$ cat config.mk
export PLATFORM = sky130hd
export DESIGN_NAME = spiker_chunk_sequencer
export DESIGN_NICKNAME = d
export VERILOG_FILES = /design/src/rtl/spiker_chunk_sequencer.sv
export SDC_FILE = /design/constraint.sdc
export NUM_CORES = 2
export LEC_CHECK = 0
export CAP_MARGIN = 30
export CELL_PAD_IN_SITES_DETAIL_PLACEMENT = 1
export CELL_PAD_IN_SITES_GLOBAL_PLACEMENT = 1
export CORE_AREA = 5 5 636 638
export DETAILED_ROUTE_END_ITERATION = 10
export DIE_AREA = 0 0 641 643
export PLACE_DENSITY_LB_ADDON = 0.1
export SYNTH_ARGS = -nofsm -noshare
export SYNTH_HDL_FRONTEND = slang
export SYNTH_SLANG_ARGS = --single-unit
$ cat constraint.sdc
create_clock -name clk_i -period 6.53 [get_ports clk_i]
set_input_delay 0.653 -clock clk_i [delete_from_list [all_inputs] [get_ports clk_i]]
set_output_delay 0.653 -clock clk_i [all_outputs]
set_load 0.01 [all_outputs]
$ cat src/rtl/spiker_chunk_sequencer.sv
// spiker_chunk_sequencer: snapshots a spike frame, streams it to the core in
// flow-controlled CHUNK-bit beats and reassembles the in-order result beats.
module spiker_chunk_sequencer #(
  parameter int WIDTH           = 32,
  parameter int N_SPIKES        = 784,
  parameter int CHUNK           = 16,
  parameter int MAX_OUTSTANDING = 4,
  localparam int N_REG          = (N_SPIKES + WIDTH - 1) / WIDTH,
  localparam int DATA_WIDTH     = N_REG * WIDTH
) (
  input  logic                  clk_i,
  input  logic                  rst_i,
  input  logic                  start_i,
  input  logic [DATA_WIDTH-1:0] spikes_i,
  output logic                  busy_o,
  output logic                  done_o,
  output logic                  err_o,
  output logic [DATA_WIDTH-1:0] result_o,
  output logic                  core_valid_o,
  output logic [CHUNK-1:0]      core_data_o,
  input  logic                  core_ready_i,
  input  logic                  core_res_valid_i,
  input  logic [CHUNK-1:0]      core_res_data_i
);
  localparam int N_BEATS = (N_SPIKES + CHUNK - 1) / CHUNK;
  localparam int PAD_W   = N_BEATS * CHUNK;
  localparam int CW      = $clog2(N_BEATS + 1);
  localparam int OW      = $clog2(MAX_OUTSTANDING + 1);

  typedef enum logic [1:0] {IDLE, RUN, DONE} state_e;

  state_e              state_q;
  logic [PAD_W-1:0]    frame_q;
  logic [N_SPIKES-1:0] res_q;
  logic [CW-1:0]       send_q, rx_q, send_d, sel;
  logic [OW-1:0]       out_q, out_d;
  logic                valid_q, busy_q, done_q, err_q;
  logic [CHUNK-1:0]    data_q, beat;
  logic                xfer, rx_ok, rx_bad, last_rx, next_valid;
  logic [PAD_W-1:0]    res_nx;
  int                  off;
  logic [DATA_WIDTH+PAD_W-1:0] unused_bits;

  always_comb begin
    xfer       = valid_q && core_ready_i;
    rx_ok      = core_res_valid_i && state_q == RUN &&
                 out_q != '0 && rx_q < CW'(N_BEATS);
    rx_bad     = core_res_valid_i && !rx_ok;
    last_rx    = rx_ok && rx_q == CW'(N_BEATS - 1);
    send_d     = send_q + CW'(xfer);
    out_d      = out_q + OW'(xfer) - OW'(rx_ok);
    // valid is registered, so decide it from the post-edge counters
    next_valid = send_d < CW'(N_BEATS) &&
                 out_d < OW'(MAX_OUTSTANDING);
    sel        = next_valid ? send_d : '0;
    beat       = CHUNK'(frame_q >> (int'(sel) * CHUNK));
    off        = int'(rx_q) * CHUNK;
    res_nx     = (PAD_W'(res_q) & ~(PAD_W'({CHUNK{1'b1}}) << off)) |
                 (PAD_W'(core_res_data_i) << off);
  end

  assign unused_bits = {spikes_i, res_nx};

  always_ff @(posedge clk_i) begin
    if (rst_i) begin
      state_q <= IDLE;
      frame_q <= '0;
      res_q   <= '0;
      send_q  <= '0;
      rx_q    <= '0;
      out_q   <= '0;
      valid_q <= 1'b0;
      data_q  <= '0;
      busy_q  <= 1'b0;
      done_q  <= 1'b0;
      err_q   <= 1'b0;
    end else begin
      done_q <= 1'b0;
      if (rx_bad) err_q <= 1'b1;
      unique case (state_q)
        IDLE: if (start_i) begin
          state_q <= RUN;
          frame_q <= PAD_W'(spikes_i[N_SPIKES-1:0]);
          res_q   <= '0;
          err_q   <= rx_bad;
          send_q  <= '0;
          rx_q    <= '0;
          out_q   <= '0;
          busy_q  <= 1'b1;
        end
        RUN: begin
          send_q <= send_d;
          out_q  <= out_d;
          if (rx_ok) begin
            res_q <= res_nx[N_SPIKES-1:0];
            rx_q  <= rx_q + 1'b1;
          end
          if (!valid_q || core_ready_i) begin
            valid_q <= next_valid;
            data_q  <= next_valid ? beat : '0;
          end
          if (last_rx) begin
            state_q <= DONE;
            busy_q  <= 1'b0;
            done_q  <= 1'b1;
          end
        end
        DONE: state_q <= IDLE;
        default: state_q <= IDLE;
      endcase
    end
  end

  assign busy_o       = busy_q;
  assign done_o       = done_q;
  assign err_o        = err_q;
  assign result_o     = DATA_WIDTH'(res_q);
  assign core_valid_o = valid_q;
  assign core_data_o  = data_q;
endmodule

==> run summary <==
Number of buffers added to fix hold violations after cts = 0
Placer congestion estimate = 0.810
Seq/Total Area, Yosys = 51.9%
Total via count after detailed routing = 62600
Number of enable flip-flop cells after synthesis = 0
Highest net fanout along the worst path = 14
Worst setup path category = register to register
Most numerous cell types in the synthesized netlist = sky130_fd_sc_hd__nand2_1 (1822), sky130_fd_sc_hd__dfxtp_1 (1605), sky130_fd_sc_hd__a21oi_1 (953), sky130_fd_sc_hd__a22oi_1 (846), sky130_fd_sc_hd__nor2_1 (819)
Endpoints failing setup = 0
Row count = 232
Share of flip-flops with an asynchronous set or reset after synthesis = 0%
Max Clk Rate = 195 MHz
Core footprint = 398000 µm²
Unrepaired setup endpoints after global routing = no
Minimum setup slack after placement = 0.613 ns
Number of gates given a new drive strength after cts = 0
Total Die Area = 412000 µm²
Leakage power of the design = 31.3 nW
Launch point of the worst reg-to-reg path = rx_q[2]
Largest net degree at the start of global routing = 211
Per-cell routed wire length = 30.9 µm
Iteration-0 DRC count of the detailed router = 3723
Sum of overflow across all layers after global routing = 0
Register bit count reported by yosys = 1605
Relative slew slack = 9.11%
Number of instances in the synthesized netlist = 7557
Routed via count divided by cell count = 4.36
Biggest area contributors in the synthesized netlist = sky130_fd_sc_hd__dfxtp_1 (52%), sky130_fd_sc_hd__nand2_1 (11%), sky130_fd_sc_hd__a22oi_1 (10%)
First-pass GRT wire length = 586 mm
Maximum clock skew at final layout = 0.0905 ns
Final nets = 9698
Clock Path Buffers = 4
Root buf cell = sky130_fd_sc_hd__clkbuf_16
CTS buffer count = 211
Post-detail-place hpwl = 333 mm
IR Drop Worst-Case VDD = 0.000239 V
Clock latency reported for the late side of the worst-skew pair = 0.92 ns
Clock transition at the register clock pins on the worst setup and hold paths after CTS = 0.06 ns
Number of max-capacitance violations reported = 0
Number of clock sinks seen by CTS = 1605
Mapped Avg Cell Area = 8.20 µm²
Largest area contributor in the netlist = sky130_fd_sc_hd__dfxtp_1
Number of search-and-repair iterations in the first detailed-routing pass = 5
Main combinational cell family by area after synthesis = compound AO/OA/AOI/OAI gates
Most numerous cell in the Yosys netlist = sky130_fd_sc_hd__nand2_1
Instance area at placement = 84300 µm²
# port buffers = 1608
Fin crit share = 78.6%
Starting Density = 15.6%
Total global routing track utilization = 20.4%
Number of fill cells in the layout = 46200
Start point of the critical path = rx_q[2]
Yosys warning count = 0
Post-Synth XOR/XNOR Area = 0.151%
Critical Path End Type = register
Required time worst endpoint = 7.31 ns
Share of post-route cells with drive strength above 1 = 6.64%
Complex-gate fraction of the synthesized area = 22.2%
Antenna violations before repair = 126
Portion of synthesized cell area occupied by the leading cell type = 51.9%
Antenna violation net count after detailed routing = 0
Type of the worst min-delay path = primary input to register
Cell area after synthesis = 62000 µm²
Final period demand of the worst path = 5.13 ns
TritonCTS clock tree = built
Chip width = 641 µm
Pin slew with the least headroom to its limit = 1.36 ns
Number of max-slew violations in the final report = 0
Predominant post-synthesis flop cell = sky130_fd_sc_hd__dfxtp_1
Multiplexer fraction of the synthesized cell area = 1.74%
Post-layout worst setup margin = 1.40 ns
Post-synth cell types = 67
Routed Wire Length = 443 mm
Area added between synthesis and finish = 47.4%
Vias in the first global route = 64900
Endpoints failing hold = 0
Status = completed
Post-CTS repair timing setup buffer count = 0
Die span in y = 643 µm
DRC = 0
CP startpoint kind = register
H-tree levels = 4
P per Cell Area = 268 nW/µm²
Crit path arrival time = 5.91 ns
Simple-gate area share of the yosys netlist = 19.2%
I/O pin count = 1641
Adder and majority gate portion of the synthesized area = 0.234%
Startpoint of the worst hold path = rst_i
Area of all placed cells without fillers = 91300 µm²
Fin Setup TNS = 0 ns
## where the power goes
group          internal (mW)  switching [mW]  leakage (nW)
Clock                   6.86            4.95          3.35
Sequential              10.1           0.197          13.1
Combinational          0.850            1.52          14.9
## final cells by class
type / instances / area, µm² / area share [%]
multi-input cells: 5228 / 27400 / 30.0
well taps: 5265 / 6590 / 7.21
diodes: 70 / 175 / 0.192
inverters: 7 / 26.3 / 0.0288
flip-flops and latches: 1605 / 32100 / 35.2
clock inverters: 48 / 608 / 0.666
repair buffers: 1813 / 18200 / 20.0
clock buffers: 317 / 6180 / 6.77
## sequential cells by signal, summed over array words and instances, names as in the netlist
name and count:
core_valid_o 1, rx_q 6, state_q 2, core_data_o 16, send_q 6, err_o 1
frame_q 784, res_q 784, busy_o 1, out_q 3, done_o 1
## layer usage
layer | wire length, µm | vias to the layer above | global-route usage, %
li1 | - | 28800 | -
met1 | 164000 | 31400 | 21.9
met2 | 227000 | 1874 | 37.2
met3 | 30800 | 610 | 5.82
met4 | 20900 | 30 | 8.60
met5 | 205 | - | 0
## worst paths after layout
kind | end | slack [ns] | cells past startpoint
max | core_data_o[13] | 1.40 | 16
min | frame_q[523] | 0.25 | 2
max reg2reg | core_data_o[13] | 1.40 | 16
min reg2reg | frame_q[422] | 0.45 | 2
## cell usage in the layout (no fill, tap or decap), types with 29 or more instances in the layout
cell and n:
sky130_fd_sc_hd__a211oi_1 126, sky130_fd_sc_hd__a21oi_1 927, sky130_fd_sc_hd__a221o_1 30, sky130_fd_sc_hd__a221oi_1 36
sky130_fd_sc_hd__a22oi_1 846, sky130_fd_sc_hd__a31oi_1 34, sky130_fd_sc_hd__and3_1 69, sky130_fd_sc_hd__buf_4 157
sky130_fd_sc_hd__clkbuf_1 59, sky130_fd_sc_hd__clkbuf_16 215, sky130_fd_sc_hd__clkbuf_8 44, sky130_fd_sc_hd__clkdlybuf4s50_1 1607
sky130_fd_sc_hd__clkinv_2 29, sky130_fd_sc_hd__dfxtp_1 1604, sky130_fd_sc_hd__diode_2 70, sky130_fd_sc_hd__mux2i_1 100
sky130_fd_sc_hd__nand2_1 1821, sky130_fd_sc_hd__nand3_1 46, sky130_fd_sc_hd__nor2_1 808, sky130_fd_sc_hd__nor2b_1 55
sky130_fd_sc_hd__o22ai_1 29
## kinds of logic after synthesis
group,count (synthesis)
fa+ha+maj,11
xor+xnor,9
flops,1605
compound gates,2140
buf+inv,739
other cells,1
simple gates,2946
mux,106
## per-stage QoR
| stage | utilization, % | std cells | hold WS [ns] | power [mW] |
|---|---|---|---|---|
| 2_1_floorplan | - | 7572 | 0.432 | 11.4 |
| 3_3_place_gp | 21.1 | 13900 | 0.440 | 12.9 |
| 3_5_place_dp | 21.2 | 13900 | 0.442 | 12.9 |
| 4_1_cts | 22.9 | 14300 | 0.153 | 25.0 |
| 5_1_grt | 22.9 | 14300 | 0.197 | 25.5 |
| 6_report | 23.0 | 14400 | 0.247 | 24.5 |
## worst max-delay path, stage by stage, from the launching register on
cell	delay [ns]
sky130_fd_sc_hd__dfxtp_1	0.45
sky130_fd_sc_hd__nor2_2	0.19
sky130_fd_sc_hd__nand2_1	0.21
sky130_fd_sc_hd__a31o_2	0.34
sky130_fd_sc_hd__xnor2_1	0.15
sky130_fd_sc_hd__ha_1	0.16
sky130_fd_sc_hd__inv_1	0.06
sky130_fd_sc_hd__fa_1	0.43
sky130_fd_sc_hd__xnor2_2	0.18
sky130_fd_sc_hd__xnor2_2	0.15
sky130_fd_sc_hd__buf_6	0.17
sky130_fd_sc_hd__or4_1	0.91
sky130_fd_sc_hd__a222oi_1	0.46
sky130_fd_sc_hd__nand2_1	0.16
sky130_fd_sc_hd__a211oi_1	0.48
sky130_fd_sc_hd__o21ai_0	0.26
sky130_fd_sc_hd__a32o_1	0.31
Note: power is estimated with default switching activity, not from simulation.
